[src/rtl/fetch_unit.sv]
// fetch_unit: instruction-fetch front end. Owns the fetch PC, keeps at most
// one ibus transaction in flight, buffers returned instructions in a small
// FIFO and handles downstream redirects by dropping stale responses.
// Optional feature: define FETCH_PERF_EN to add the perf_stall_cnt output,
// which counts cycles in which no instruction is available to decode.
module fetch_unit #(
  parameter logic [63:0] RESET_PC   = 64'h0000_0000_8000_0000,
  parameter int          FIFO_DEPTH = 2
) (
  input  logic        clk,
  input  logic        reset,
  output logic        ireq_valid,
  output logic [63:0] ireq_addr,
  input  logic        iresp_addr_ok,
  input  logic        iresp_data_ok,
  input  logic [31:0] iresp_data,
  input  logic        redirect_valid,
  input  logic [63:0] redirect_pc,
  output logic        out_valid,
  input  logic        out_ready,
  output logic [63:0] out_pc,
  output logic [31:0] out_instr
`ifdef FETCH_PERF_EN
  ,
  output logic [31:0] perf_stall_cnt
`endif
);

  localparam int               PTR_W     = (FIFO_DEPTH > 1) ? $clog2(FIFO_DEPTH) : 1;
  localparam logic [PTR_W:0]   DEPTH_CNT = (PTR_W + 1)'(FIFO_DEPTH);
  localparam logic [PTR_W:0]   CNT_ONE   = (PTR_W + 1)'(1);
  localparam logic [PTR_W-1:0] PTR_ONE   = PTR_W'(1);

  typedef enum logic [1:0] {
    ST_IDLE = 2'd0,
    ST_REQ  = 2'd1,
    ST_WAIT = 2'd2
  } state_t;

  state_t            state_q, state_d;
  logic [63:0]       pc_q, pc_d;
  logic [63:0]       req_addr_q, req_addr_d;
  logic              drop_q, drop_d;
  logic [PTR_W-1:0]  rd_ptr_q, rd_ptr_d;
  logic [PTR_W-1:0]  wr_ptr_q, wr_ptr_d;
  logic [PTR_W:0]    count_q, count_d;
  logic [63:0]       fifo_pc_q    [FIFO_DEPTH];
  logic [63:0]       fifo_pc_d    [FIFO_DEPTH];
  logic [31:0]       fifo_instr_q [FIFO_DEPTH];
  logic [31:0]       fifo_instr_d [FIFO_DEPTH];

  logic              complete;
  logic              push;
  logic              pop;
  logic [63:0]       redirect_pc_aligned;

  // Instruction addresses are word aligned, so the low two bits are ignored.
  assign redirect_pc_aligned = redirect_pc & ~64'h3;

  assign ireq_valid = (state_q == ST_REQ);
  assign ireq_addr  = req_addr_q;
  assign out_valid  = (count_q != '0);
  assign out_pc     = out_valid ? fifo_pc_q[rd_ptr_q]    : 64'd0;
  assign out_instr  = out_valid ? fifo_instr_q[rd_ptr_q] : 32'd0;

  // A redirect flushes the buffer, so a same-cycle pop must not move pointers.
  assign pop = out_valid && out_ready && !redirect_valid;

  // Bus FSM: IDLE decides whether a slot is free, REQ holds the request until
  // the cache accepts it, WAIT sits out the data latency.
  always_comb begin
    state_d  = state_q;
    complete = 1'b0;
    case (state_q)
      ST_IDLE: begin
        if (redirect_valid || (count_q < DEPTH_CNT)) begin
          state_d = ST_REQ;
        end
      end
      ST_REQ: begin
        if (iresp_addr_ok) begin
          if (iresp_data_ok) begin
            complete = 1'b1;
            state_d  = ST_IDLE;
          end else begin
            state_d = ST_WAIT;
          end
        end
      end
      ST_WAIT: begin
        if (iresp_data_ok) begin
          complete = 1'b1;
          state_d  = ST_IDLE;
        end
      end
      default: state_d = ST_IDLE;
    endcase
  end

  // PC, drop flag and request address; redirect wins over the increment and
  // the request address is only captured on issue so it stays stable in REQ.
  always_comb begin
    pc_d       = pc_q;
    drop_d     = drop_q;
    req_addr_d = req_addr_q;
    push       = 1'b0;
    if (complete) begin
      drop_d = 1'b0;
      if (!drop_q && !redirect_valid) begin
        push = 1'b1;
        pc_d = pc_q + 64'd4;
      end
    end
    if (redirect_valid) begin
      pc_d = redirect_pc_aligned;
      if ((state_q != ST_IDLE) && !complete) begin
        drop_d = 1'b1;
      end
    end
    if ((state_q == ST_IDLE) && (state_d == ST_REQ)) begin
      req_addr_d = pc_d;
    end
  end

  // Instruction buffer bookkeeping; the issue rule keeps a push off a full FIFO.
  always_comb begin
    rd_ptr_d     = rd_ptr_q;
    wr_ptr_d     = wr_ptr_q;
    count_d      = count_q;
    fifo_pc_d    = fifo_pc_q;
    fifo_instr_d = fifo_instr_q;
    if (redirect_valid) begin
      rd_ptr_d = '0;
      wr_ptr_d = '0;
      count_d  = '0;
    end else begin
      if (pop) begin
        rd_ptr_d = rd_ptr_q + PTR_ONE;
      end
      if (push) begin
        fifo_pc_d[wr_ptr_q]    = req_addr_q;
        fifo_instr_d[wr_ptr_q] = iresp_data;
        wr_ptr_d               = wr_ptr_q + PTR_ONE;
      end
      case ({push, pop})
        2'b10:   count_d = count_q + CNT_ONE;
        2'b01:   count_d = count_q - CNT_ONE;
        default: count_d = count_q;
      endcase
    end
  end

  // State registers with synchronous reset; a late data_ok after reset finds
  // the FSM in IDLE and is ignored.
  always_ff @(posedge clk) begin
    if (reset) begin
      state_q      <= ST_IDLE;
      pc_q         <= RESET_PC;
      req_addr_q   <= RESET_PC;
      drop_q       <= 1'b0;
      rd_ptr_q     <= '0;
      wr_ptr_q     <= '0;
      count_q      <= '0;
      fifo_pc_q    <= '{default: '0};
      fifo_instr_q <= '{default: '0};
    end else begin
      state_q      <= state_d;
      pc_q         <= pc_d;
      req_addr_q   <= req_addr_d;
      drop_q       <= drop_d;
      rd_ptr_q     <= rd_ptr_d;
      wr_ptr_q     <= wr_ptr_d;
      count_q      <= count_d;
      fifo_pc_q    <= fifo_pc_d;
      fifo_instr_q <= fifo_instr_d;
    end
  end

`ifdef FETCH_PERF_EN
  logic [31:0] stall_cnt_q, stall_cnt_d;

  // Count decode-starved cycles, saturating instead of wrapping.
  always_comb begin
    stall_cnt_d = stall_cnt_q;
    if (!out_valid && (stall_cnt_q != 32'hFFFF_FFFF)) begin
      stall_cnt_d = stall_cnt_q + 32'd1;
    end
  end

  // Stall counter register.
  always_ff @(posedge clk) begin
    if (reset) begin
      stall_cnt_q <= '0;
    end else begin
      stall_cnt_q <= stall_cnt_d;
    end
  end

  assign perf_stall_cnt = stall_cnt_q;
`endif

endmodule
[config.mk]
export PLATFORM = sky130hd
export DESIGN_NAME = fetch_unit
export DESIGN_NICKNAME = d
export VERILOG_FILES = /design/src/rtl/fetch_unit.sv
export SDC_FILE = /design/constraint.sdc
export NUM_CORES = 1
export LEC_CHECK = 0
export CAP_MARGIN = 40
export CORE_MARGIN = 4
export CORE_UTILIZATION = 53
export CTS_BUF_LIST = sky130_fd_sc_hd__clkbuf_4 sky130_fd_sc_hd__clkbuf_8 sky130_fd_sc_hd__clkbuf_16
export DETAILED_ROUTE_END_ITERATION = 16
export PLACE_DENSITY = 0.85
export SLEW_MARGIN = 5
export SYNTH_ARGS = -nofsm -noshare
export SYNTH_HDL_FRONTEND = slang
export SYNTH_SLANG_ARGS = --single-unit
[constraint.sdc]
create_clock -name clk -period 4.23 [get_ports clk]
set_clock_uncertainty 0.2 [all_clocks]
set_input_delay 1.269 -clock clk [delete_from_list [all_inputs] [get_ports clk]]
set_output_delay 1.269 -clock clk [all_outputs]
set_load 0.05 [all_outputs]
==> qor.yml <==
status: "completed"
dpl.hpwl_um: 29400
crit_end: "out_pc[44]"
grt_pass1_vias: 13300
cts_inserted_buffers: 35
hold_violations: 0
switching_share: 0.257
pwr-share-comb: 0.116
crit_type: "flip-flop to output pin"
cp-start-kind: "flip-flop"
antenna_found_initial: 0
synth_fp_nets: 1932
cts_setup_buffers: 0
intPower_w: 0.00548
p_per_area_nw_per_um2: 398
tns_ns: 0
ios: 264
critical_path_peak_fanout: 67
cts_resized: 0
rr_startpoint: "state_q[1]"
track_usage: 0.286
vdd_drop_max_mv: 0.240
core-area_um2: 26900
port-buffer-count: 261
layout_min_cycle_time_ns: 3.98
crit_path_cell_trace: "buf_12, mux2i_1, nor2_1, clkdlybuf4s50_1"
tightest_slew_ns: 0.935
relSlewSlack: 0.376
synth-seq-area-share: 0.453
finalCritPeriodShare: 0.941
wl_met3_um: 3570
power_frac_clock: 0.430
regArea_um2: 6550
drt-met1-wl_um: 19400
rsz0062_at_grt: "false"
maxCapViolCount: 0
arrival_ns: 2.51
hold_class: "flip-flop to flip-flop"
final_nets: 2124
post-route-drc-count: 0
area_growth_pct: 28.1
ys_types: 71
p_seq_frac: 0.454
regToRegEndpoint: "ireq_addr[62]"
endpoint_kind: "output pin"
clkTransAtPathRegs_ns: 0.06
setup.worst_path.start: "rd_ptr_q"
route.met2.wl_um: 20400
clockBufferDepth: 3
clock_latency_ns: 0.51
cpPeakStageDelay_ns: 0.84
die_h_um: 173
reg2reg_depth: 9
cp_slowest_cell: "clkdlybuf4s50_1"
syn_area_um2: 14500
grt_max_degree: 137
dieArea_um2: 30000
viasPerCell: 5.87
die_w_um: 173
slew_viol_final: 0
cts.sinks: 327
post-place-ws_ns: 0.207
drtAntennaViolNets: 0
setup_viol: 0
multi_input_area_um2: 7300
n_fill_cell: 2132
cts_hold_buf: 0
r2r_slack_ns: 1.00
ys_ff_latch: 327
max_freq_mhz: 251
synthCells: 1824
setup_slack_ns: 0.250
first_pass_iters: 6
via_count: 14000
synth-edff-count: 0
syn_avg_cell_area_um2: 7.92
place_congestion: 0.943
highest_layer: "met4"
asyncSetResetFlopFracSynth: 0
cts_root_buffer: "clkbuf_16"
num_antenna_cells: 0
p_leak_nw: 6.04
switchingPower_w: 0.00190
crit_required_ns: 2.76
rows: 60
synthFlopType: "dfxtp_1"
cts_tree: "yes"
wire_per_inst_um: 18.9
dr.first_iter.drc_count: 1616
yosys_warnings: 0
drive_gt1_frac: 0.0589
routed_wl_um: 44900
grt_pass1_wl_um: 71100
start_util: 0.538
grt.overflow.total: 0
htreeDepth: 2
==> cell families (layout without fill, tap and decap cells) <==
| group | Yosys count | in the layout | synth area share |
|---|---|---|---|
| AO/OA/AOI/OAI | 352 | 352 | 0.144 |
| buffers and inverters | 152 | 366 | 0.0448 |
| multiplexers | 110 | 110 | 0.0763 |
| flip-flops | 327 | 327 | 0.453 |
| AND/OR/NAND/NOR | 837 | 837 | 0.252 |
| adder cells (fa/ha/maj) | 6 | 6 | 0.00519 |
| XOR/XNOR | 40 | 40 | 0.0242 |
==> Yosys cell counts (all sizes together) (6+ instances only) <==
cell      n  area, µm²
and4     13        115
nor2    191        719
nand4    25        186
o41ai    15        131
and3     13       82.6
clkbuf  107        442
nand2   443       1660
ha        6       75.1
mux2i   109       1090
buf      30        150
nor3     29        145
dfxtp   327       6550
or4       6       60.1
and2      9       57.6
nor4     18        113
inv      15       56.3
o21a     10       75.1
a21oi   219       1100
a211oi   10       75.1
o31ai     7       52.6
o21ai    39        195
xor2     13        114
xnor2    27        236
nand3    66        330
a31oi     9       56.3
==> worst min-delay path by stage <==
stage | startpoint | to | slack [ns] | cells past startpoint
6_report | fifo_pc_q[92] | fifo_pc_q[92] | 0.25 | 2
3_3_place_gp | fifo_pc_q[117] | fifo_pc_q[117] | 0.24 | 2
4_1_cts | fifo_pc_q[90] | fifo_pc_q[90] | 0.25 | 2
3_5_place_dp | pc_q[0] | pc_q[0] | 0.24 | 1
2_1_floorplan | pc_q[0] | pc_q[0] | 0.23 | 1
5_1_grt | fifo_pc_q[8] | fifo_pc_q[8] | 0.26 | 2
==> cells in the final DEF (no fill, tap or decap), types with 6 or more instances in the layout <==
| cell | count |
|---|---|
| mux2i_1 | 109 |
| xnor2_1 | 27 |
| and4_1 | 12 |
| o21a_1 | 10 |
| a21oi_1 | 219 |
| buf_12 | 11 |
| xor2_1 | 13 |
| nand2_1 | 442 |
| o21ai_0 | 39 |
| nor3_1 | 29 |
| nand4_1 | 23 |
| buf_4 | 20 |
| and2_1 | 7 |
| nand3_1 | 66 |
| a31oi_1 | 9 |
| o31ai_1 | 7 |
| o41ai_1 | 15 |
| nor4_1 | 18 |
| clkbuf_4 | 7 |
| and3_1 | 11 |
| clkbuf_16 | 37 |
| a211oi_1 | 10 |
| clkbuf_8 | 10 |
| dfxtp_1 | 326 |
| ha_1 | 6 |
| clkdlybuf4s50_1 | 259 |
| nor2_1 | 188 |
| inv_1 | 14 |
==> power by group through the flow <==
| stage | clock network (W) | logic (W) | registers (W) |
|---|---|---|---|
| 2_1_floorplan | 0 | 0.000305 | 0.00356 |
| 3_3_place_gp | 0 | 0.000830 | 0.00341 |
| 3_5_place_dp | 0 | 0.000842 | 0.00341 |
| 4_1_cts | 0.00321 | 0.000850 | 0.00334 |
| 5_1_grt | 0.00333 | 0.000901 | 0.00336 |
| 6_report | 0.00318 | 0.000854 | 0.00335 |
==> area by class of cell <==
cell class,count,share of cell area
multi-input cells,1345,0.394
flip-flops and latches,327,0.354
repair buffers,292,0.161
clock buffers,53,0.0595
well taps,341,0.0230
clock inverters,6,0.00581
inverters,15,0.00304
==> metrics by stage <==
| stage | total power, W | area [µm²] | utilization | hold slack [ns] | std cells |
|---|---|---|---|---|---|
| global route | 0.00760 | 18500 | 0.689 | 0.264 | 2379 |
| detailed placement | 0.00425 | 17300 | 0.644 | 0.245 | 2320 |
| floorplan | 0.00387 | 14500 | - | 0.229 | 1824 |
| finish | 0.00738 | 18500 | 0.689 | 0.250 | 2379 |
| global placement | 0.00424 | 17300 | 0.644 | 0.241 | 2320 |
| CTS | 0.00740 | 18500 | 0.689 | 0.253 | 2379 |
==> sequential cells by signal, summed over array words and instances (netlist names) <==
signal        count
ireq_addr        64
fifo_pc_q       128
count_q           2
rd_ptr_q          1
state_q           2
wr_ptr_q          1
drop_q            1
fifo_instr_q     64
pc_q             64
==> per-layer routing <==
| layer | track usage | vias to the layer above |
|---|---|---|
| li1 | - | 6618 |
| met1 | 0.395 | 6596 |
| met2 | 0.454 | 639 |
| met3 | 0.0501 | 108 |
| met4 | 0.102 | 0 |
| met5 | 0 | - |
==> worst max-delay path: cells and delay by family, from the launching register on <==
family / cells / cell delay [ns]
buffers and inverters: 2 / 1.24
multiplexers: 1 / 0.14
AND/OR/NAND/NOR: 1 / 0.19
flip-flops: 1 / 0.37
No activity file was read; power rests on OpenSTA's default activity.
